[src/rtl/m_wblatregs_if.sv]
// Wishbone-style slave bus bundle for the latency-programmable register block.
interface m_wblatregs_if;
  logic        STB_I;
  logic        WE_I;
  logic [3:0]  SEL_I;
  logic [3:0]  ADR_I;
  logic [31:0] DAT_I;
  logic        ACK_O;
  logic [31:0] DAT_O;

  modport master (
    output STB_I, WE_I, SEL_I, ADR_I, DAT_I,
    input  ACK_O, DAT_O
  );

  modport slave (
    input  STB_I, WE_I, SEL_I, ADR_I, DAT_I,
    output ACK_O, DAT_O
  );
endinterface

[src/rtl/m_wblatregs.sv]
// Register block with a programmable access latency: index 0 holds the
// latency control register (write/read latency fields), indices 1..NREGS
// are byte-writable 32-bit data registers. Every access waits its latency
// in WAIT, commits or captures on the WAIT->ACK edge, then acks for a cycle.
module m_wblatregs #(
  parameter int NREGS   = 4,
  parameter int LATW    = 6,
  parameter int RSTWLAT = 0,
  parameter int RSTRLAT = 0
) (
  input  logic          CLK_I,
  input  logic          RST_I,
  m_wblatregs_if.slave  wb,
  output logic          busy,
  output logic [31:0]   lcr
);

  typedef enum logic [1:0] {
    S_IDLE = 2'd0,
    S_WAIT = 2'd1,
    S_ACK  = 2'd2
  } state_t;

  state_t            state_q, state_d;
  logic [LATW-1:0]   cnt_q, cnt_d;
  logic [LATW-1:0]   wlat_q, wlat_d;
  logic [LATW-1:0]   rlat_q, rlat_d;
  logic              ack_q, ack_d;
  logic [31:0]       dat_q, dat_d;
  logic [31:0]       regs_q [1:NREGS];
  logic [31:0]       regs_d [1:NREGS];
  logic [31:0]       rd_val;
  logic [31:0]       lcr_v;

  // Assemble the LCR view; unused bits are hard zero.
  always_comb begin
    lcr_v              = '0;
    lcr_v[LATW-1:0]    = wlat_q;
    lcr_v[8 +: LATW]   = rlat_q;
  end

  // Read mux over LCR and data registers; unmapped indices read zero.
  always_comb begin
    rd_val = '0;
    if (wb.ADR_I == 4'd0) begin
      rd_val = lcr_v;
    end else begin
      for (int i = 1; i <= NREGS; i++) begin
        if (wb.ADR_I == 4'(i)) rd_val = regs_q[i];
      end
    end
  end

  // Next-state logic: latency countdown, abort on strobe loss, commit/capture at WAIT->ACK.
  always_comb begin
    state_d = state_q;
    cnt_d   = cnt_q;
    wlat_d  = wlat_q;
    rlat_d  = rlat_q;
    ack_d   = 1'b0;
    dat_d   = '0;
    regs_d  = regs_q;
    case (state_q)
      S_IDLE: begin
        if (wb.STB_I) begin
          cnt_d   = wb.WE_I ? wlat_q : rlat_q;
          state_d = S_WAIT;
        end
      end
      S_WAIT: begin
        if (!wb.STB_I) begin
          state_d = S_IDLE;
        end else if (cnt_q != '0) begin
          cnt_d = cnt_q - LATW'(1);
        end else begin
          state_d = S_ACK;
          ack_d   = 1'b1;
          if (!wb.WE_I) begin
            dat_d = rd_val;
          end else if (wb.ADR_I == 4'd0) begin
            // Each latency field sits in its own byte lane.
            if (wb.SEL_I[0]) wlat_d = wb.DAT_I[LATW-1:0];
            if (wb.SEL_I[1]) rlat_d = wb.DAT_I[8 +: LATW];
          end else begin
            for (int i = 1; i <= NREGS; i++) begin
              if (wb.ADR_I == 4'(i)) begin
                for (int b = 0; b < 4; b++) begin
                  if (wb.SEL_I[b]) regs_d[i][8*b +: 8] = wb.DAT_I[8*b +: 8];
                end
              end
            end
          end
        end
      end
      S_ACK: begin
        state_d = S_IDLE;
      end
      default: begin
        state_d = S_IDLE;
      end
    endcase
  end

  // State, counter, ack/data and register-file flops; reset overrides any access in flight.
  always_ff @(posedge CLK_I) begin
    if (RST_I) begin
      state_q <= S_IDLE;
      cnt_q   <= '0;
      wlat_q  <= LATW'(RSTWLAT);
      rlat_q  <= LATW'(RSTRLAT);
      ack_q   <= 1'b0;
      dat_q   <= '0;
      for (int i = 1; i <= NREGS; i++) regs_q[i] <= '0;
    end else begin
      state_q <= state_d;
      cnt_q   <= cnt_d;
      wlat_q  <= wlat_d;
      rlat_q  <= rlat_d;
      ack_q   <= ack_d;
      dat_q   <= dat_d;
      for (int i = 1; i <= NREGS; i++) regs_q[i] <= regs_d[i];
    end
  end

  assign wb.ACK_O = ack_q;
  assign wb.DAT_O = dat_q;
  assign busy     = (state_q == S_WAIT) || (state_q == S_ACK);
  assign lcr      = lcr_v;

endmodule

[src/flat_wrapper.sv]
// flat-port wrapper written by rule: the top's interface ports become plain ports
module m_wblatregs_flat 
#(
  parameter int NREGS   = 4,
  parameter int LATW    = 6,
  parameter int RSTWLAT = 0,
  parameter int RSTRLAT = 0
)
  (CLK_I, RST_I, busy, lcr, wb_STB_I, wb_WE_I, wb_SEL_I, wb_ADR_I, wb_DAT_I, wb_ACK_O, wb_DAT_O);
  m_wblatregs_if wb_i ();
  input  logic CLK_I;
  input  logic RST_I;
  output logic busy;
  output logic [31:0] lcr;
  input wire logic [$bits(wb_i.STB_I)-1:0] wb_STB_I;
  input wire logic [$bits(wb_i.WE_I)-1:0] wb_WE_I;
  input wire logic [$bits(wb_i.SEL_I)-1:0] wb_SEL_I;
  input wire logic [$bits(wb_i.ADR_I)-1:0] wb_ADR_I;
  input wire logic [$bits(wb_i.DAT_I)-1:0] wb_DAT_I;
  output wire logic [$bits(wb_i.ACK_O)-1:0] wb_ACK_O;
  output wire logic [$bits(wb_i.DAT_O)-1:0] wb_DAT_O;
  assign wb_i.STB_I = wb_STB_I;
  assign wb_i.WE_I = wb_WE_I;
  assign wb_i.SEL_I = wb_SEL_I;
  assign wb_i.ADR_I = wb_ADR_I;
  assign wb_i.DAT_I = wb_DAT_I;
  assign wb_ACK_O = wb_i.ACK_O;
  assign wb_DAT_O = wb_i.DAT_O;
  m_wblatregs #(.NREGS(NREGS), .LATW(LATW), .RSTWLAT(RSTWLAT), .RSTRLAT(RSTRLAT)) u_core (.CLK_I(CLK_I), .RST_I(RST_I), .wb(wb_i), .busy(busy), .lcr(lcr));
endmodule
[config.mk]
export PLATFORM = sky130hd
export DESIGN_NAME = m_wblatregs_flat
export DESIGN_NICKNAME = d
export VERILOG_FILES = /design/src/rtl/m_wblatregs_if.sv /design/src/rtl/m_wblatregs.sv /design/src/flat_wrapper.sv
export SDC_FILE = /design/constraint.sdc
export NUM_CORES = 1
export LEC_CHECK = 0
export ABC_AREA = 1
export ABC_CLOCK_PERIOD_IN_PS = 1650
export BUFFER_PORTS_ARGS = -buffer_cell sky130_fd_sc_hd__clkbuf_2
export CORE_MARGIN = 5
export CORE_UTILIZATION = 53
export DETAILED_ROUTE_END_ITERATION = 16
export PLACE_DENSITY = 0.88
export SLEW_MARGIN = 40
export SYNTH_ARGS = -nofsm -noshare
export SYNTH_HDL_FRONTEND = slang
export SYNTH_SLANG_ARGS = --single-unit
[constraint.sdc]
create_clock -name CLK_I -period 1.65 [get_ports CLK_I]
set_input_delay 0.0825 -clock CLK_I [delete_from_list [all_inputs] [get_ports CLK_I]]
set_output_delay 0.0825 -clock CLK_I [all_outputs]
set_load 0.005 [all_outputs]
==> flow_summary.ini, run 1 <==
[global_routing]
antenna_found_initial = 0
grt_usage_pct = 27.1
grt_pass1_vias = 9349
grt_pass1_wl_mm = 45.1
grt_overflow = 0
grt_max_degree = 66

[die]
die_area_um2 = 20600
die_x_um = 144
rows = 48
core_area_um2 = 17400
chipHeight_um = 144
ios = 110
start_util_pct = 54.4

[synth]
synth_seq_area_share_pct = 38.3
synth-edff-count = 0
synth_area_leaders = dfxtp_1, nand2_1, inv_1, nand4_1, nor2_1
yosysWarnings = 0
ys.flop_type = dfxtp_1
synth_cell_type_count = 25
syn_inst = 1519
ys_ff_latch = 181
avgSynthCellArea_um2 = 6.23
yosys.area.top_type_share_pct = 38.3
ys_async_sr_fraction_pct = 0
yosysTopAreaCell = dfxtp_1
netlist_area_um2 = 9470

[drt]
dr_total_vias = 10200
drt_wl_total_mm = 29.4
firstDrtPassIters = 8
ant_nets = 0
wire_per_inst_um = 15.5
viasPerCell = 5.40
drt_iter0_drc = 1364
drc = 0

[cells_and_area]
num_antenna_cells = 0
nFillCells = 1361
nNetsFinal = 1704
area_delta_synth_final_pct = 22.9
drive_gt1_share_pct = 16.8

[worst_setup_path]
end_kind = flip-flop
crit_fanout = 6
arrival_ps = 2070
worst_setup_path_start_kind = flip-flop
critPathRequiredTime_ps = 2000
path_class = reg -> reg

[sta]
finalSetupViolCount = 12
rsz0062_at_grt = yes
skew_ps = 8.12
final.setup.tns_ps = -268
post-route-min-period_ps = 1720
finalCritPeriodShare_pct = 104
slew_violations = 0
max_freq_ghz = 0.582
worst_slack_ps = -68.2
hold_viol_final = 0

[clock_network]
htreeDepth = 4
root_buffer = clkbuf_16
cts_tree = done
clock_path_buffers = 2
clock_latency_ps = 450
clkSinkCount = 181
cts_made_buffers = 17
clkTransAtPathRegs_ps = 70

[run_status]
status = finished, violations left
failed_checks = setup timing

[min_path]
hold_path.class = in -> reg

[pwr]
power.density_nw_per_um2 = 1060
irDropWorstVdd_mv = 0.834
leakagePower_nw = 5.50

[placed_design]
hpwl_mm = 18.3
post-place-ws_ps = -139
portBuffers = 89
globalplace.congestion = 0.931

[job]
cap_violations = 0
[cell type report]
type	instances	area (um^2)	area share (%)
tap	225	282	2.42
multi-input combinational	927	4370	37.6
inverter	328	1240	10.6
sequential	181	3630	31.2
timing repair buffer	202	1530	13.2
clock buffer	17	425	3.66
clock inverter	15	160	1.38
[worst max-delay path, cell delays in order (launching register included)]
cell and delay [ps]:
dfxtp_2 320, inv_2 80, ha_4 160, nand3_4 130, nor2_4 240, buf_12 180, buf_12 130, clkbuf_16 130
nand4_1 100, nand2_1 100, nor2_1 40
[per-stage QoR]
step	total power [mW]	instances	utilization [%]	hold WS (ps)	instance area, um^2
after global placement	7.12	1835	60.4	453	10500
after detailed placement	7.18	1835	60.4	454	10500
after global routing	12.7	1895	66.8	25.1	11600
after floorplan	6.27	1538	-	264	9540
final	12.3	1895	66.8	12.6	11600
after CTS	11.8	1883	65.5	1.30	11400
[routing by layer]
layer | up-vias | part of all wire (%) | track usage, %
li1 | 4900 | - | -
met4 | 0 | 4.8 | 15.3
met2 | 650 | 48 | 44.9
met3 | 137 | 9.3 | 4.83
met1 | 4539 | 38 | 33.4
met5 | - | 0 | 0
[worst paths after layout]
| check | startpoint | slack (ps) | cells after the start | end |
|---|---|---|---|---|
| setup / recovery | u_core.cnt_q[0] | -70 | 10 | u_core.regs_q[116] |
| hold / removal | wb_DAT_I[22] | 10 | 5 | u_core.regs_q[54] |
| setup reg to reg | u_core.cnt_q[0] | -70 | 10 | u_core.regs_q[116] |
| hold reg to reg | u_core.rlat_q[4] | 510 | 2 | u_core.rlat_q[4] |
[synthesized netlist by cell type (8+ instances only)]
library cell,instances
a21oi_1,14
buf_1,8
buf_2,15
buf_4,28
clkbuf_1,51
dfxtp_1,181
inv_1,321
nand2_1,338
nand3_1,70
nand4_1,147
nor2_1,245
nor3_1,29
o21ai_0,37
[repair_timing]
action / in CTS / in global routing
hold endpoints to repair: 1 / 0
buffers inserted: 14 / 11
gates resized for setup: 30 / 32
pin swaps: 4 / 16
hold buffers: 1 / 0
gates cloned: 2 / 3
endpoints found under the setup margin: 147 / 163
[registers in the layout, indices dropped and copies added, names as in the netlist]
register,flops
u_core.cnt_q,6
u_core.regs_q,128
u_core.rlat_q,6
u_core.state_q,2
u_core.wb.ACK_O,1
u_core.wb.DAT_O,32
u_core.wlat_q,6
[layout by cell type, fill, tap and decap left out, types with 3 or more instances in the layout]
cell type  instances
clkbuf_16         20
clkinv_1           5
dfxtp_1          179
buf_4             85
nand3_4            8
inv_2              5
a21oi_1           14
nand4_1          147
nor2_1           235
clkbuf_2          89
nand3_2            5
conb_1            20
o21ai_0           37
nand3_1           63
inv_1            316
nand2_1          334
buf_12            10
clkinv_4           4
nor2_4             9
nor3_1            29
nor2_2             7
buf_6             13
o22ai_1            5
inv_6              4
nand2_2            3
inv_8              3
[cells by family after synthesis]
logic type	Yosys count	synth area share, %
buffers and inverters	430	18.4
AND/OR/NAND/NOR	847	39.9
other	1	0.0396
AO/OA/AOI/OAI	57	3.08
adder cells (fa/ha/maj)	3	0.396
flip-flops	181	38.3
[where the power goes]
group	switching (mW)	leakage, nW	internal (mW)
Combinational	2.15	3.75	1.59
Sequential	0.0642	1.46	4.44
Clock	1.95	0.291	2.14
Total	4.17	5.50	8.17
No activity file was read; power rests on OpenSTA's default activity.
==> inputs of run 2 (changes only) <==
--- a/config.mk
+++ b/config.mk
@@ -9,9 +9,11 @@
 export ABC_CLOCK_PERIOD_IN_PS = 1650
 export BUFFER_PORTS_ARGS = -buffer_cell sky130_fd_sc_hd__clkbuf_2
 export CORE_MARGIN = 5
-export CORE_UTILIZATION = 53
+export CORE_UTILIZATION = 55
+export CTS_BUF_LIST = sky130_fd_sc_hd__clkbuf_8
+export CTS_CLUSTER_DIAMETER = 150
 export DETAILED_ROUTE_END_ITERATION = 16
-export PLACE_DENSITY = 0.88
+export PLACE_DENSITY = 0.91
 export SLEW_MARGIN = 40
 export SYNTH_ARGS = -nofsm -noshare
 export SYNTH_HDL_FRONTEND = slang
==> run 2 against run 1 <==
The flow still finishes with violations (setup timing). Sequential cell count is the same. First-iteration DRC count grew 33%. Largest power group unchanged. Clock power shrank 21%. Design area shrank 0.48%. Sequential share of layout area grew 0.16 points. Non-clock buffer count grew 11. Via count grew 6.3%. Count of clock-buffer cells in the layout grew 2. Global-route usage grew 0.16 points. Sequential power is essentially flat. Register-to-register slack lost 80 ps. Critical endpoint is now u_core.regs_q[49]. Critical path depth is the same.
==> flow_summary.ini, run 2 (synthesized netlist as in run 1, its figures left out) <==
[sta]
finalSetupViolCount = 81
relSlewSlack_pct = 60.7
hold_viol_final = 0
slew_violations = 0
max_freq_ghz = 0.555
finalCritPeriodShare_pct = 109
worst_slack_ps = -152
final.setup.tns_ps = -5040
post-route-min-period_ps = 1800
skew_ps = 18.1
rsz0062_at_grt = yes
worst_pin_slew_ps = 586
hold_ws_ps = 25.2

[clock_network]
clkSinkCount = 181
htreeDepth = 4
root_buffer = clkbuf_8
clkTransAtPathRegs_ps = 90
clock_latency_ps = 490
cts_tree = done
clock_path_buffers = 2
cts_made_buffers = 17

[die]
die_area_um2 = 19900
chipHeight_um = 141
die_x_um = 141
ios = 110
start_util_pct = 55.3
rows = 48
core_area_um2 = 17100

[min_path]
hold_path.class = in -> reg
holdPathStages = 5
min_to = u_core.regs_q[33]
hold_start = wb_DAT_I[1]

[worst_setup_path]
critical_path.max_stage_delay_ps = 350
reg2reg_from = u_core.cnt_q[5]
cp_top_family = simple AND/OR/NAND/NOR gates
arrival_ps = 2200
crit_buf_inv = 4
r2r_end = u_core.regs_q[49]
crit_fanout = 6
rrSetupSlack_ps = -150
cp-startpoint = u_core.cnt_q[5]
worst_setup_path_start_kind = flip-flop
path_class = reg -> reg
cp_slowest_cell = dfxtp_1
crit_path_frequent_cell = nor2_1
end_kind = flip-flop
r2r.worst_path.cells = 10
cp_cell_sequence = nor2_1 -> nand3_4 -> nor2_4 -> buf_12 -> buf_8 -> buf_6 -> clkbuf_16 -> nand4_1 -> nand2_1 -> nor2_1
critPathRequiredTime_ps = 2040

[pwr]
leakagePower_nw = 5.46
power.density_nw_per_um2 = 982
irDropWorstVdd_mv = 0.724

[drt]
drt_wl_total_mm = 31.5
ant_nets = 0
drt_iter0_drc = 1818
wire_per_inst_um = 16.6
viasPerCell = 5.71
firstDrtPassIters = 8
drc = 0
dr_total_vias = 10900

[cells_and_area]
drive_gt1_share_pct = 16.6
nNetsFinal = 1715
final_cells = 1905
layout_common_cells = nand2_1, inv_1, nor2_1, dfxtp_1, nand4_1
largest_register = u_core.regs_q
layout_commonest_cell = nand2_1
num_antenna_cells = 0
largest_reg_flops = 128
area_delta_synth_final_pct = 22.3

[global_routing]
grt_pass1_wl_mm = 44.8
grt_max_degree = 80
grt_pass1_vias = 9412
grt_usage_pct = 27.3
antenna_found_initial = 0
grt_overflow = 0

[placed_design]
placed_cells = 1831
hpwl_mm = 17.7
post-place-ws_ps = -66.5
portBuffers = 89
globalplace.congestion = 0.918

[run_status]
failed_checks = setup timing
status = finished, violations left

[job]
cap_violations = 0
## run 2: changes by cell type in the layout (fill, tap and decap cells not counted), sizes merged
cell and delta:
clkbuf +1, dlygate4sd3 +18, clkinvlp +2, bufinv +2, buf -6, inv -3
clkinv -4
## run 2: worst max path at each step
stage,to,cells after the start
global placement,u_core.regs_q[81],10
CTS,u_core.regs_q[32],9
global route,u_core.regs_q[48],10
floorplan,u_core.regs_q[0],9
detailed placement,u_core.regs_q[111],8
finish,u_core.regs_q[49],10
## run 2: through the flow
stage	power (mW)	area [um^2]	util (%)
floorplan	6.27	9540	-
global placement	7.08	10500	61.4
detailed placement	7.13	10500	61.4
CTS	10.5	11200	65.5
global route	11.7	11600	67.6
finish	11.4	11600	67.6
## run 2: final cells by class
type / count / area, um^2
tap: 225 / 282
sequential: 181 / 3630
timing repair buffer: 213 / 1670
inverter: 328 / 1230
multi-input combinational: 927 / 4350
clock inverter: 12 / 155
clock buffer: 19 / 262
fill: 1261 / 5540
## run 2: where the power goes
| group | total, mW | switching (mW) | leakage [nW] | internal [mW] |
|---|---|---|---|---|
| clock | 3.23 | 1.66 | 0.213 | 1.57 |
| combinational | 3.62 | 2.17 | 3.79 | 1.45 |
| sequential | 4.51 | 0.0657 | 1.46 | 4.44 |
| total | 11.4 | 3.90 | 5.46 | 7.47 |
## run 2: metal layers
layer | routed length, um | vias to the layer above | global-route usage [%]
met4 | 2380 | 0 | 16.3
met1 | 11100 | 4770 | 33.6
li1 | - | 4909 | -
met3 | 3620 | 278 | 5.19
met5 | 0 | - | 0
met2 | 14400 | 913 | 44.3
## run 2: what timing repair did
action                                 4_1_cts  5_1_grt
endpoints found under the hold margin       54        0
pin swaps                                    1       21
resized for setup                           13       50
hold buffers                                19        0
buffers inserted                             3       18
gates cloned                                 0        3
setup endpoints to repair                  127      170
## run 2: worst register-to-register path, stage by stage (launching register included)
cell and delay [ps]:
dfxtp_1 350, nor2_1 210, nand3_4 160, nor2_4 180
buf_12 160, buf_8 140, buf_6 120, clkbuf_16 130
nand4_1 130, nand2_1 100, nor2_1 40
==> inputs of run 3 (changes only) <==
--- a/config.mk
+++ b/config.mk
@@ -7,7 +7,7 @@
 export LEC_CHECK = 0
 export ABC_AREA = 1
 export ABC_CLOCK_PERIOD_IN_PS = 1650
-export BUFFER_PORTS_ARGS = -buffer_cell sky130_fd_sc_hd__clkbuf_2
+export BUFFER_PORTS_ARGS = -buffer_cell sky130_fd_sc_hd__buf_2
 export CORE_MARGIN = 5
 export CORE_UTILIZATION = 55
 export CTS_BUF_LIST = sky130_fd_sc_hd__clkbuf_8
==> run 3 against run 2 <==
Cell count did not move. Critical endpoint is now u_core.regs_q[85]. Non-clock buffer count shrank 2. Largest power group unchanged. Core utilization down 0.16 points. Sequential power barely moved. Critical path depth unchanged. Routed wire length decreased by 1.9%. The flow finishes with violations (hold timing, setup timing). Via count decreased by 1.0%. Global-route usage fell by 1.0 points. Critical path type unchanged. Fmax is 1.9% higher. Clock skew decreased by 3.3 ps.
==> flow_summary.ini, run 3 (synthesized netlist as in run 1, its figures left out) <==
[clock_network]
cts_made_buffers = 17
clkSinkCount = 181
clock_path_buffers = 2
cts_tree = done
htreeDepth = 4
clock_latency_ps = 500
root_buffer = clkbuf_8
clkTransAtPathRegs_ps = 100

[worst_setup_path]
critPathRequiredTime_ps = 2080
arrival_ps = 2200
path_class = reg -> reg
reg2reg_from = u_core.cnt_q[1]
r2r.worst_path.cells = 10
r2r_end = u_core.regs_q[85]
cp_top_family = simple AND/OR/NAND/NOR gates
end_kind = flip-flop
crit_fanout = 8
critical_path.max_stage_delay_ps = 350
crit_buf_inv = 4
rrSetupSlack_ps = -120
cp_cell_sequence = inv_2 -> ha_4 -> nand3_4 -> nor2_4 -> buf_12 -> buf_12 -> nand3_4 -> nand2_1 -> inv_1 -> nor2_1
worst_setup_path_start_kind = flip-flop
cp_slowest_cell = dfxtp_2

[cells_and_area]
final_cells = 1905
area_delta_synth_final_pct = 22.0
drive_gt1_share_pct = 17.0
nFillCells = 1254
layout_common_cells = nand2_1, inv_1, nor2_1, dfxtp_1, nand4_1
largest_register = u_core.regs_q
largest_reg_flops = 128
nNetsFinal = 1713
layout_commonest_cell = nand2_1
fin_util_pct = 67.5

[global_routing]
grt_overflow = 0
grt_max_degree = 71
grt_pass1_wl_mm = 43.0
antenna_found_initial = 1
grt_usage_pct = 26.3
grt_pass1_vias = 9065

[sta]
finalSetupViolCount = 70
relSlewSlack_pct = 62.4
hold_ws_ps = -6.66
finalCritPeriodShare_pct = 107
hold_viol_final = 1
worst_pin_slew_ps = 560
slew_violations = 0
post-route-min-period_ps = 1770
worst_slack_ps = -118
max_freq_ghz = 0.566
rsz0062_at_grt = yes
skew_ps = 14.8

[drt]
drt_iter0_drc = 2065
viasPerCell = 5.65
ant_nets = 0
firstDrtPassIters = 7
drc = 0
drt_wl_total_mm = 30.9
wire_per_inst_um = 16.2
dr_total_vias = 10800

[placed_design]
placed_cells = 1833
hpwl_mm = 17.7
globalplace.congestion = 0.969
portBuffers = 89

[die]
die_area_um2 = 19900
chipHeight_um = 141
rows = 48
start_util_pct = 55.3
ios = 110
die_x_um = 141
core_area_um2 = 17100

[pwr]
irDropWorstVdd_mv = 0.587
leakagePower_nw = 5.47
power.density_nw_per_um2 = 953

[min_path]
hold_path.class = in -> reg
holdPathStages = 5
hold_start = wb_DAT_I[14]
min_to = u_core.regs_q[110]

[run_status]
failed_checks = hold timing, setup timing
status = finished, violations left

[job]
cap_violations = 0
-- run 3: cell types whose count changed in the layout (fill, tap and decap cells not counted), sizes merged --
cell | before | now
diode | 0 | 1
inv | 327 | 330
clkinv | 8 | 9
clkinvlp | 2 | 3
buf | 103 | 188
bufinv | 3 | 1
clkbuf | 110 | 21
-- run 3: through the flow --
stage               setup TNS (ps)  setup WS, ps  instance area (um^2)  hold WS, ps  total power, mW
finish                       -2270          -118                 11500        -6.66             11.0
detailed placement           -3120          -126                 10500          456             7.12
global route                 -7240          -159                 11500         31.0             11.3
global placement              -161         -21.3                 10500          451             7.08
CTS                          -43.4         -10.7                 11200         7.81             10.0
floorplan                        0          45.2                  9540          264             6.27
-- run 3: where the power goes --
group          internal, mW  leakage (nW)  switching, mW
clock network          1.20         0.190           1.75
registers              4.44          1.46         0.0548
logic                  1.49          3.82           2.08
total                  7.13          5.47           3.88
-- run 3: layer usage --
layer  track usage [%]  vias to the layer above  wire length, um
li1                  -                     4911                -
met1              33.7                     4751            11100
met3              4.88                      228             3790
met2              43.5                      869            14100
met4              11.0                        0             1930
met5                 0                        -                0
-- run 3: timing repair --
action | in CTS | in global routing
hold endpoints to repair | 58 | 0
gates resized for setup | 10 | 59
pin swaps | 4 | 25
gates cloned | 0 | 3
hold buffers | 19 | 0
endpoints found under the setup margin | 129 | 170
buffers inserted | 7 | 11
-- run 3: area by class of cell --
class / count / area, um^2 / area share [%]
well taps: 225 / 282 / 2.44
repair buffers: 211 / 1660 / 14.3
clock buffers: 17 / 234 / 2.03
inverters: 328 / 1230 / 10.7
flip-flops and latches: 181 / 3630 / 31.4
diodes: 1 / 2.50 / 0.0217
clock inverters: 15 / 134 / 1.16
multi-input cells: 927 / 4380 / 37.9
-- run 3: worst max path at each step --
| stage | startpoint | slack [ps] | cells after the start | to |
|---|---|---|---|---|
| 5_1_grt | u_core.cnt_q[1] | -160 | 10 | u_core.regs_q[48] |
| 4_1_cts | u_core.cnt_q[0] | -10 | 10 | u_core.regs_q[84] |
| 3_5_place_dp | u_core.state_q[1] | -130 | 8 | u_core.regs_q[65] |
| 3_3_place_gp | u_core.state_q[1] | -20 | 8 | u_core.regs_q[68] |
| 6_report | u_core.cnt_q[1] | -120 | 10 | u_core.regs_q[85] |
| 2_1_floorplan | u_core.cnt_q[0] | 50 | 9 | u_core.regs_q[0] |
-- run 3: worst register-to-register path, delay by kind of cell (launching register included) --
kind,cells,cell delay (ps)
flops,1,350
fa+ha+maj,1,140
buf+inv,4,450
simple gates,5,780
